<file path="config.mk">
export PLATFORM = sky130hd
export DESIGN_NAME = xor_parity_accumulator
export DESIGN_NICKNAME = d
export VERILOG_FILES = /design/src/rtl/xor_stream_pkg.sv /design/src/rtl/xor_parity_cell.sv /design/src/rtl/xor_parity_accumulator.sv
export SDC_FILE = /design/constraint.sdc
export NUM_CORES = 1
export LEC_CHECK = 0
export ABC_AREA = 1
export ABC_CLOCK_PERIOD_IN_PS = 1500
export BUFFER_PORTS_ARGS = -buffer_cell sky130_fd_sc_hd__buf_4
export CAP_MARGIN = 20
export CORE_MARGIN = 2
export CORE_UTILIZATION = 49
export DETAILED_ROUTE_END_ITERATION = 10
export PLACE_DENSITY = 0.76
export SYNTH_ARGS = -nofsm -noshare
export SYNTH_HDL_FRONTEND = slang
export SYNTH_HIERARCHICAL = 1
export SYNTH_SLANG_ARGS = --single-unit
export TNS_END_PERCENT = 30
</file>
<file path="constraint.sdc">
create_clock -name clk -period 1.5 [get_ports clk]
set_input_delay 0.225 -clock clk [delete_from_list [all_inputs] [get_ports clk]]
set_output_delay 0.225 -clock clk [all_outputs]
set_load 0.05 [all_outputs]
</file>
<file path="src/rtl/xor_stream_pkg.sv">
// Shared definitions for the XOR bit-stream blocks: FSM state constants
// and the largest frame length the accumulator supports.
package xor_stream_pkg;

  typedef logic state_t;

  localparam state_t ST_ACCUM = 1'b0;
  localparam state_t ST_HOLD  = 1'b1;

  localparam int FRAME_LEN_MAX = 32;

endpackage

</file>
<file path="src/rtl/xor_parity_cell.sv">
// One-bit registered XOR accumulator. While en is high, d is folded into q.
// A synchronous clr returns q to zero and takes priority over en.
module xor_parity_cell (
  input  logic clk,
  input  logic rst_n,
  input  logic clr,
  input  logic en,
  input  logic d,
  output logic q
);

  // Running parity register
  always_ff @(posedge clk or negedge rst_n) begin
    if (!rst_n) begin
      q <= 1'b0;
    end else if (clr) begin
      q <= 1'b0;
    end else if (en) begin
      q <= q ^ d;
    end
  end

endmodule

</file>
<file path="src/rtl/xor_parity_accumulator.sv">
// Collects the XOR gate's serial output into FRAME_LEN-bit frames (LSB first)
// and offers each frame plus its parity on a valid/ready interface.
// FRAME_LEN must lie in 2..FRAME_LEN_MAX.
module xor_parity_accumulator
  import xor_stream_pkg::*;
#(
  parameter  int FRAME_LEN  = 8,
  parameter  bit PARITY_ODD = 1'b0,
  localparam int CNT_W      = $clog2(FRAME_LEN)
) (
  input  logic                 clk,
  input  logic                 rst_n,
  input  logic                 clr,
  input  logic                 in_valid,
  input  logic                 in_bit,
  output logic                 in_ready,
  output logic                 out_valid,
  output logic [FRAME_LEN-1:0] out_data,
  output logic                 out_parity,
  input  logic                 out_ready
);

  state_t               state_reg;
  state_t               state_next;
  logic [CNT_W-1:0]     count_reg;
  logic [FRAME_LEN-1:0] shift_reg;
  logic [FRAME_LEN-1:0] shift_next;
  logic [FRAME_LEN-1:0] out_data_reg;
  logic                 out_parity_reg;
  logic                 parity_q;
  logic                 accept;
  logic                 last_bit;

  assign accept   = in_valid & in_ready;
  assign last_bit = accept && (count_reg == CNT_W'(FRAME_LEN - 1));

  // Shift register image with the current bit dropped into its slot;
  // in_bit only reaches the slot addressed by the counter, and only on accept.
  generate
    for (genvar gi = 0; gi < FRAME_LEN; gi++) begin : g_slot
      assign shift_next[gi] = (accept && (count_reg == CNT_W'(gi))) ? in_bit : shift_reg[gi];
    end
  endgenerate

  // Parity path: restarts on abort and after the last bit of each frame
  xor_parity_cell u_parity (
    .clk   (clk),
    .rst_n (rst_n),
    .clr   (clr | last_bit),
    .en    (accept),
    .d     (in_bit),
    .q     (parity_q)
  );

  // State register
  always_ff @(posedge clk or negedge rst_n) begin
    if (!rst_n) begin
      state_reg <= ST_ACCUM;
    end else begin
      state_reg <= state_next;
    end
  end

  // Next-state logic; clr always returns to ACCUM, dropping a held frame
  always_comb begin
    state_next = state_reg;
    if (clr) begin
      state_next = ST_ACCUM;
    end else begin
      case (state_reg)
        ST_ACCUM: if (last_bit)              state_next = ST_HOLD;
        ST_HOLD:  if (out_valid & out_ready) state_next = ST_ACCUM;
        default:                             state_next = ST_ACCUM;
      endcase
    end
  end

  // Handshake outputs decoded from registered state only
  always_comb begin
    in_ready  = (state_reg == ST_ACCUM);
    out_valid = (state_reg == ST_HOLD);
  end

  // Bit counter, shift register and the held output frame
  always_ff @(posedge clk or negedge rst_n) begin
    if (!rst_n) begin
      count_reg      <= '0;
      shift_reg      <= '0;
      out_data_reg   <= '0;
      out_parity_reg <= 1'b0;
    end else if (clr) begin
      // Output frame keeps its last value so a dropped frame never glitches
      count_reg <= '0;
      shift_reg <= '0;
    end else if (accept) begin
      if (last_bit) begin
        count_reg      <= '0;
        shift_reg      <= '0;
        out_data_reg   <= shift_next;
        out_parity_reg <= parity_q ^ in_bit ^ PARITY_ODD;
      end else begin
        count_reg <= count_reg + 1'b1;
        shift_reg <= shift_next;
      end
    end
  end

  assign out_data   = out_data_reg;
  assign out_parity = out_parity_reg;

endmodule

</file>
* Word-level counts from Yosys, hierarchy flattened
Cells that the tools add are included.
Operators by class: add/subtract/negate cells 1, equal/unequal tests 7, mux-type cells 20, bitwise logic cells 6, reduce and logical (&&, ||, !) cells 12
Operators by type and width (count):
- 8-bit 2-to-1 mux | 3
- 1-bit 2-to-1 mux | 13
- 3-bit == test, second input constant | 4
- 3-bit 2-to-1 mux | 3
- 1-bit logical AND | 8
- 3-bit by 2-bit == test with 1-bit output, second input constant | 2
- 2-bit nonzero test | 2
- 3-bit by 1-bit adder with 3-bit output, second input constant | 1
- 3-bit by 1-bit == test with 1-bit output, second input constant | 1
- 3-bit zero test | 1
- 3-bit AND reduction | 1
- 1-bit AND | 2
- 1-bit NOT | 2
- 1-bit one-hot mux with 2 select lines | 1
- 1-bit OR | 1
- 1-bit bitwise XOR | 1
Storage, ports and cells: register bits 22, input port bits 6, logic and storage cells 52

* Depth between registers and ports, before layout
Gate-level depths: netlist (run 1).
depth in word-level cells 7, depth in mapped cells 8, gate-level depth less buffers 8

* Cells and area by module
The synthesis (run 1) kept the hierarchy.
By module, submodules not included:
- xor_parity_accumulator | times used 1, cells each 132, area an instance 1068.5 um2
- xor_parity_cell | times used 1, cells each 6, area an instance 46.3 um2

* Worst setup path after synthesis (run 1)
OpenSTA, ideal clock, no wires.
kind register -> register, from reg state_reg, in the netlist out_valid, to reg out_data_reg[0], in the netlist out_data[0], data arrival time 1492 ps, data required time 1382 ps, setup slack -110 ps, stages on the path, launching flop included 8, buffers on the path 1, period minus slack after synthesis 1610 ps, path through dfrtp_1 > inv_2 > nand3_2 > nor2_4 > inv_2 > buf_6 > nand2_1 > nand2_1
Between the ends: cells in the longest elaborated chain, start to end 4
RTL lines:
- start, declared | line xor_parity_accumulator.sv:23 | state_t state_reg;
- start signal, assigned | line xor_parity_accumulator.sv:60 | state_reg <= state_next;
- 1-bit NOT *
- net in_ready | line xor_parity_accumulator.sv:16 | output logic in_ready,
- 1-bit AND * | line xor_parity_accumulator.sv:34 | assign accept = in_valid & in_ready;
- 1-bit logical AND, on equally long branches | line xor_parity_accumulator.sv:35, xor_parity_accumulator.sv:41
- 3-bit AND reduction (no line) / 1-bit 2-to-1 mux (equally long branches)
- end signal, assigned | line xor_parity_accumulator.sv:99 | out_data_reg <= shift_next;
- end, declared | line xor_parity_accumulator.sv:28 | logic [FRAME_LEN-1:0] out_data_reg;
The timed path passes the listed nets; every way through them passes the cells marked *. A chain may end at the register's enable or synchronous reset.

* Worst setup path in the final report (run 1)
from reg count_reg[0], to reg shift_reg[4]
Between the ends: cells in the longest elaborated chain, start to end 6
RTL lines:
- start, declared | line xor_parity_accumulator.sv:25 | logic [CNT_W-1:0] count_reg;
- start signal, assigned | line xor_parity_accumulator.sv:102 | count_reg <= count_reg + 1'b1;
- 3-bit == test | line xor_parity_accumulator.sv:41 | assign shift_next[gi] = (accept && (count_reg == CNT_W'(gi))) ? in_bit : shift_reg[gi];
- 1-bit logical AND | line xor_parity_accumulator.sv:41
- 1-bit 2-to-1 mux | line xor_parity_accumulator.sv:41
- 8-bit 2-to-1 mux * | line xor_parity_accumulator.sv:96 | if (last_bit) begin
- 8-bit 2-to-1 mux * | line xor_parity_accumulator.sv:95 | end else if (accept) begin
- 8-bit 2-to-1 mux * | line xor_parity_accumulator.sv:91 | end else if (clr) begin
- end signal, assigned | line xor_parity_accumulator.sv:103 | shift_reg <= shift_next;
- end, declared | line xor_parity_accumulator.sv:26 | logic [FRAME_LEN-1:0] shift_reg;
Every way passes the cells marked *; elsewhere a longest branch is shown, timed or not. The select of a mux whose other input is x is not followed.

==> results of run 1 <==
final timing paths:
| path | slack, ns | to | cells past startpoint | startpoint |
|---|---|---|---|---|
| min in group asynchronous | 0.32 | out_data[7] | 2 | rst_n |
| worst max-delay path | 0.06 | shift_reg[4] | 8 | count_reg[0] |
| max in group asynchronous | 0.96 | out_valid | 2 | rst_n |
| worst min register to register | 0.50 | out_data[3] | 2 | out_data[3] |
| worst min-delay path | 0.07 | out_valid | 2 | out_ready |
| worst max register to register | 0.06 | shift_reg[4] | 8 | count_reg[0] |
Yosys cell counts (all sizes together):
cell	count	area [um^2]
o21bai	3	22.5
nand3	20	105
nand2	52	195
xnor2	1	8.76
nor2	9	41.3
dfrtp	21	526
o21ai	4	27.5
buf	2	18.8
o22ai	1	6.26
inv	16	60.1
nor3	1	16.3
ha	6	75.1
o31ai	1	7.51
a21oi	1	5.00
placed cells by master (no fill, tap or decap), types with 3 or more instances in the layout:
| master | n |
|---|---|
| o21bai_1 | 3 |
| ha_1 | 4 |
| inv_1 | 13 |
| clkbuf_4 | 3 |
| buf_4 | 21 |
| nand2_1 | 52 |
| nand3_1 | 19 |
| dfrtp_1 | 20 |
| nor2_1 | 8 |
power by group through the flow:
stage	combinational [mW]	clock, mW	sequential (mW)
3_3_place_gp	0.119	0	0.596
6_report	0.127	0.276	0.587
3_5_place_dp	0.123	0	0.597
4_1_cts	0.126	0.282	0.587
5_1_grt	0.144	0.309	0.588
2_1_floorplan	0.0684	0	0.601
cell type report:
cell class	count	area, um^2
Clock buffer	4	26.3
Fill cell	183	845
Inverter	16	65.1
Multi-Input combinational cell	99	526
Sequential cell	21	527
Tap cell	28	35.0
Timing Repair Buffer	22	168
critical path: cells and delay by family (launching register included):
kind,cells,cell delay (ns)
simple gates,5,0.53
flops,1,0.41
buf+inv,2,0.22
fa+ha+maj,1,0.17
logic make-up (layout without fill, tap and decap cells):
family	after synthesis	in the layout	share of synthesized area [%]
flops	21	21	47.1
fa+ha+maj	6	6	6.73
simple gates	82	82	32.1
buf+inv	18	42	7.07
xor+xnor	1	1	0.786
compound gates	10	10	6.17
layer usage:
metal	routed length [um]	vias up
li1	-	482
met5	0	-
met1	1080	461
met4	42	0
met3	80	5
met2	1250	28
per-stage QoR:
stage | utilization [%] | std cells | TNS, ns | power (mW)
2_1_floorplan | - | 138 | 0 | 0.669
3_3_place_gp | 58.3 | 183 | 0 | 0.715
3_5_place_dp | 58.3 | 183 | -0.357 | 0.720
4_1_cts | 60.7 | 190 | 0 | 0.994
5_1_grt | 61.5 | 190 | 0 | 1.04
6_report | 61.5 | 190 | 0 | 0.991
what timing repair did:
action	in CTS	in global routing
hold buffers	1	0
setup endpoints to repair	10	17
buffers inserted	2	0
hold endpoints to repair	21	0
pin swaps	1	1
gates resized for setup	0	4
==> impl_metrics.toml, run 1 <==
[worst_setup_path]
max_stage_delay_ns = 0.41
path_max_fanout = 4
arrival_ns = 1.65
critPathRequiredTime_ns = 1.71
critical_path_class = "flop to flop"
worstPathCellList = "buf_4 -> inv_1 -> ha_1 -> nand2_1 -> nor2_1 -> nand2_1 -> nand3_1 -> nand2_1"
worst_path_max_delay_cell = "dfrtp_1"
cp-end-kind = "flop"
path_common_cell = "nand2_1"
cp-start-kind = "flop"

[power_and_ir_drop]
cellPowerDensity_nw_per_um2 = 736
p_leak_nw = 0.725
ir_drop_uv = 445
pwr-share-seq_pct = 59.3
p_clk_share_pct = 27.9
p_comb_share_pct = 12.8
swShare_pct = 26.7
p_switching_mw = 0.265
power.internal_mw = 0.726

[timing]
period_share_pct = 96.2
relSlewSlack_pct = 79.3
hold_ws_ns = 0.0693
final.min_clock_period_ns = 1.44
finalMaxSlewViolations = 0
hold_viol = 0
fin_ws_ns = 0.0564
worst_pin_slew_ns = 0.309
fin_skew_ns = 0.00340
setup_violations = 0
clock.fmax_mhz = 693
rsz0062_at_grt = "false"

[grt]
use_met2_pct = 34.2
grt_start_max_net_pins = 22
grt_first_pass_wirelength_um = 3850
antenna_found_initial = 0
grt_use_met1_pct = 22.1
busiest_layer = "met2"
grt-ovfl-total = 0
grt_pass1_vias = 936
met3_usage_pct = 5.17
track_usage_pct = 19.6

[layout]
nNetsFinal = 175
area_delta_synth_final_pct = 20.8
diodes = 0
fin_area_um2 = 1350
largest_reg_flops = 8
post_route_cells_drive_above_1_share_pct = 21.6

[placed_design]
placed_cell_area_um2 = 1280
place_hpwl_um = 1730
io_buffers = 16
place.gp.congestion = 0.819
pre_cts_ws_ns = -0.0546

[clock_network]
root_buffer = "clkbuf_4"
clockBufferDepth = 2
htreeDepth = 1
clkTransAtPathRegs_ns = 0.11
worstSkewPairLatency_ns = 0.31
cts_tree = "yes"
cts_buffers = 3
cts_sinks = 21

[floorplanning]
rows = 17
die_x_um = 51.7
initial_core_util_pct = 50.9
fp.dieH_um = 51.7
io_pins = 17
coreArea_um2 = 2190
die_area_um2 = 2670

[routing]
post_drt_via_cell_ratio = 5.14
first_iter_violations = 33
drt_pass1_iterations = 4
finalWirelength_um = 2450
num_vias = 976
drtAntennaViolNets = 0
wl_per_cell_um = 12.9
drcViolationCount = 0

[worst_hold_path]
min_path_type = "input pin to flop"

[flow_run]
maxCapViolations = 0

[outcome]
status = "completed"

[synth]
synth_nets = 150
netlist_area_um2 = 1110
synthDistinctLibCells = 19
yosysSeqAreaShare_pct = 47.1
yosysWarnings = 6
synth_seq_cells = 21
synth_area_per_cell_um2 = 8.08
postSynthCellCount = 138
(Power assumes the default switching activity.)
==> run 2, diff against run 1 <==
--- a/config.mk
+++ b/config.mk
@@ -10,9 +10,9 @@
 export BUFFER_PORTS_ARGS = -buffer_cell sky130_fd_sc_hd__buf_4
 export CAP_MARGIN = 20
 export CORE_MARGIN = 2
-export CORE_UTILIZATION = 49
+export CORE_UTILIZATION = 39
 export DETAILED_ROUTE_END_ITERATION = 10
-export PLACE_DENSITY = 0.76
+export PLACE_DENSITY = 0.64
 export SYNTH_ARGS = -nofsm -noshare
 export SYNTH_HDL_FRONTEND = slang
 export SYNTH_HIERARCHICAL = 1
==> impl_metrics.toml, run 2 (synthesized netlist as in run 1, its figures left out) <==
[routing]
dr_wl_met2_um = 1030
drt_pass1_iterations = 4
top_layer_used = "met4"
wl_per_cell_um = 11.4
drcViolationCount = 0
wl_met3_um = 140
drtAntennaViolNets = 0
finalWirelength_um = 2210
met1_length_um = 1020
post_drt_via_cell_ratio = 4.89
first_iter_violations = 29
num_vias = 948

[clock_network]
clockBufferDepth = 2
root_buffer = "clkbuf_4"
clkTransAtPathRegs_ns = 0.12
cts_sinks = 21
worstSkewPairLatency_ns = 0.31
cts_tree = "yes"
cts_buffers = 3
htreeDepth = 1

[timing]
setup_violations = 0
period_share_pct = 91.7
fin_ws_ns = 0.125
worst_pin_slew_ns = 0.306
clock.fmax_mhz = 727
hold_viol = 0
fin_skew_ns = 0.00228
finalMaxSlewViolations = 0
relSlewSlack_pct = 79.6
final.min_clock_period_ns = 1.38

[layout]
area_delta_synth_final_pct = 22.1
largest_reg_flops = 8
fin_area_um2 = 1360
post_route_cells_drive_above_1_share_pct = 23.9
diodes = 0
final_common_cell = "nand2_1"
final_cell_mix = "nand2_1 (52), buf_4 (22), dfrtp_1 (20), nand3_1 (19), inv_1 (13)"
final_cells = 194
nNetsFinal = 176
seqCellArea_um2 = 527
fillCellCount = 261
multi_input_comb_area_um2 = 531

[grt]
grt_start_max_net_pins = 22
antenna_found_initial = 0
track_usage_pct = 15.3
grt_first_pass_wirelength_um = 3930
grt_pass1_vias = 892
grt-ovfl-total = 0

[power_and_ir_drop]
p_leak_nw = 0.731
cellPowerDensity_nw_per_um2 = 727
ir_drop_uv = 774

[worst_setup_path]
cp-start-kind = "flop"
critPathRequiredTime_ns = 1.76
path_max_fanout = 7
cp-end-kind = "flop"
critical_path_class = "flop to flop"
max_stage_delay_ns = 0.41
worst_path_max_delay_cell = "dfrtp_1"
crit_family = "simple AND/OR/NAND/NOR gates"
path_buf_inv = 0
arrival_ns = 1.63
worstPathCellList = "ha_2 -> ha_4 -> nor3_4 -> nand3_1 -> nand2_1"

[placed_design]
place_hpwl_um = 1650
placed_cell_area_um2 = 1280
pre_cts_ws_ns = -0.0745
place.gp.congestion = 0.872
dp.cells = 186
io_buffers = 16

[floorplanning]
initial_core_util_pct = 40.8
coreArea_um2 = 2730
fp.dieH_um = 57.5
die_area_um2 = 3300
io_pins = 17
die_x_um = 57.5
rows = 19

[worst_hold_path]
min_path_type = "input pin to flop"

[flow_run]
maxCapViolations = 0

[outcome]
status = "completed"
-- run 2: cell types whose count changed in the layout (fill, tap and decap cells not counted), sizes merged --
cell	change
clkbuf	-1
clkinv	+1
buf	+1
-- run 2: layout make-up --
| class | instances | area share (%) |
|---|---|---|
| repair buffers | 23 | 12.9 |
| well taps | 31 | 2.85 |
| clock inverters | 1 | 0.368 |
| flip-flops and latches | 21 | 38.7 |
| inverters | 16 | 4.60 |
| multi-input cells | 99 | 39.0 |
| clock buffers | 3 | 1.65 |
-- run 2: layer usage --
metal	GRT usage, %	up-vias
met1	20.7	432
met2	23.9	31
met4	3.65	0
met5	0	-
li1	-	483
met3	4.76	2
-- run 2: report_power, final --
| part | switching (mW) | internal (mW) |
|---|---|---|
| Sequential | 0.00785 | 0.578 |
| Clock | 0.176 | 0.0996 |
| Combinational | 0.0818 | 0.0470 |
-- run 2: worst reg2reg max path, stage by stage (launching register included) --
cell,delay (ns)
dfrtp_1,0.41
ha_2,0.21
ha_4,0.17
nor3_4,0.31
nand3_1,0.13
nand2_1,0.08
-- run 2: what timing repair did --
action / in CTS / in global routing
setup endpoints to repair: 10 / 17
resized for setup: 1 / 4
pin swaps: 1 / 1
hold buffers: 1 / 0
endpoints found under the hold margin: 21 / 0
buffers inserted: 2 / 1
-- run 2: worst paths after layout --
kind | startpoint | end | slack, ns | depth (start not counted)
worst min-delay path | out_ready | out_valid | 0.07 | 2
min in group asynchronous | rst_n | out_parity | 0.32 | 2
worst min register to register | shift_reg[5] | shift_reg[5] | 0.49 | 2
worst max register to register | count_reg[0] | shift_reg[4] | 0.12 | 5
max in group asynchronous | rst_n | out_valid | 0.95 | 2
worst max-delay path | count_reg[0] | shift_reg[4] | 0.12 | 5
-- run 2: metrics by stage --
stage	hold slack, ns	total power [mW]	utilization (%)	setup TNS [ns]
after floorplan	-0.0706	0.669	-	0
after global placement	0.122	0.716	46.9	0
after detailed placement	0.122	0.719	46.9	-0.490
after CTS	0.0679	1.00	48.9	0
after global routing	0.0605	1.05	49.8	-0.000696
final	0.0676	0.990	49.8	0
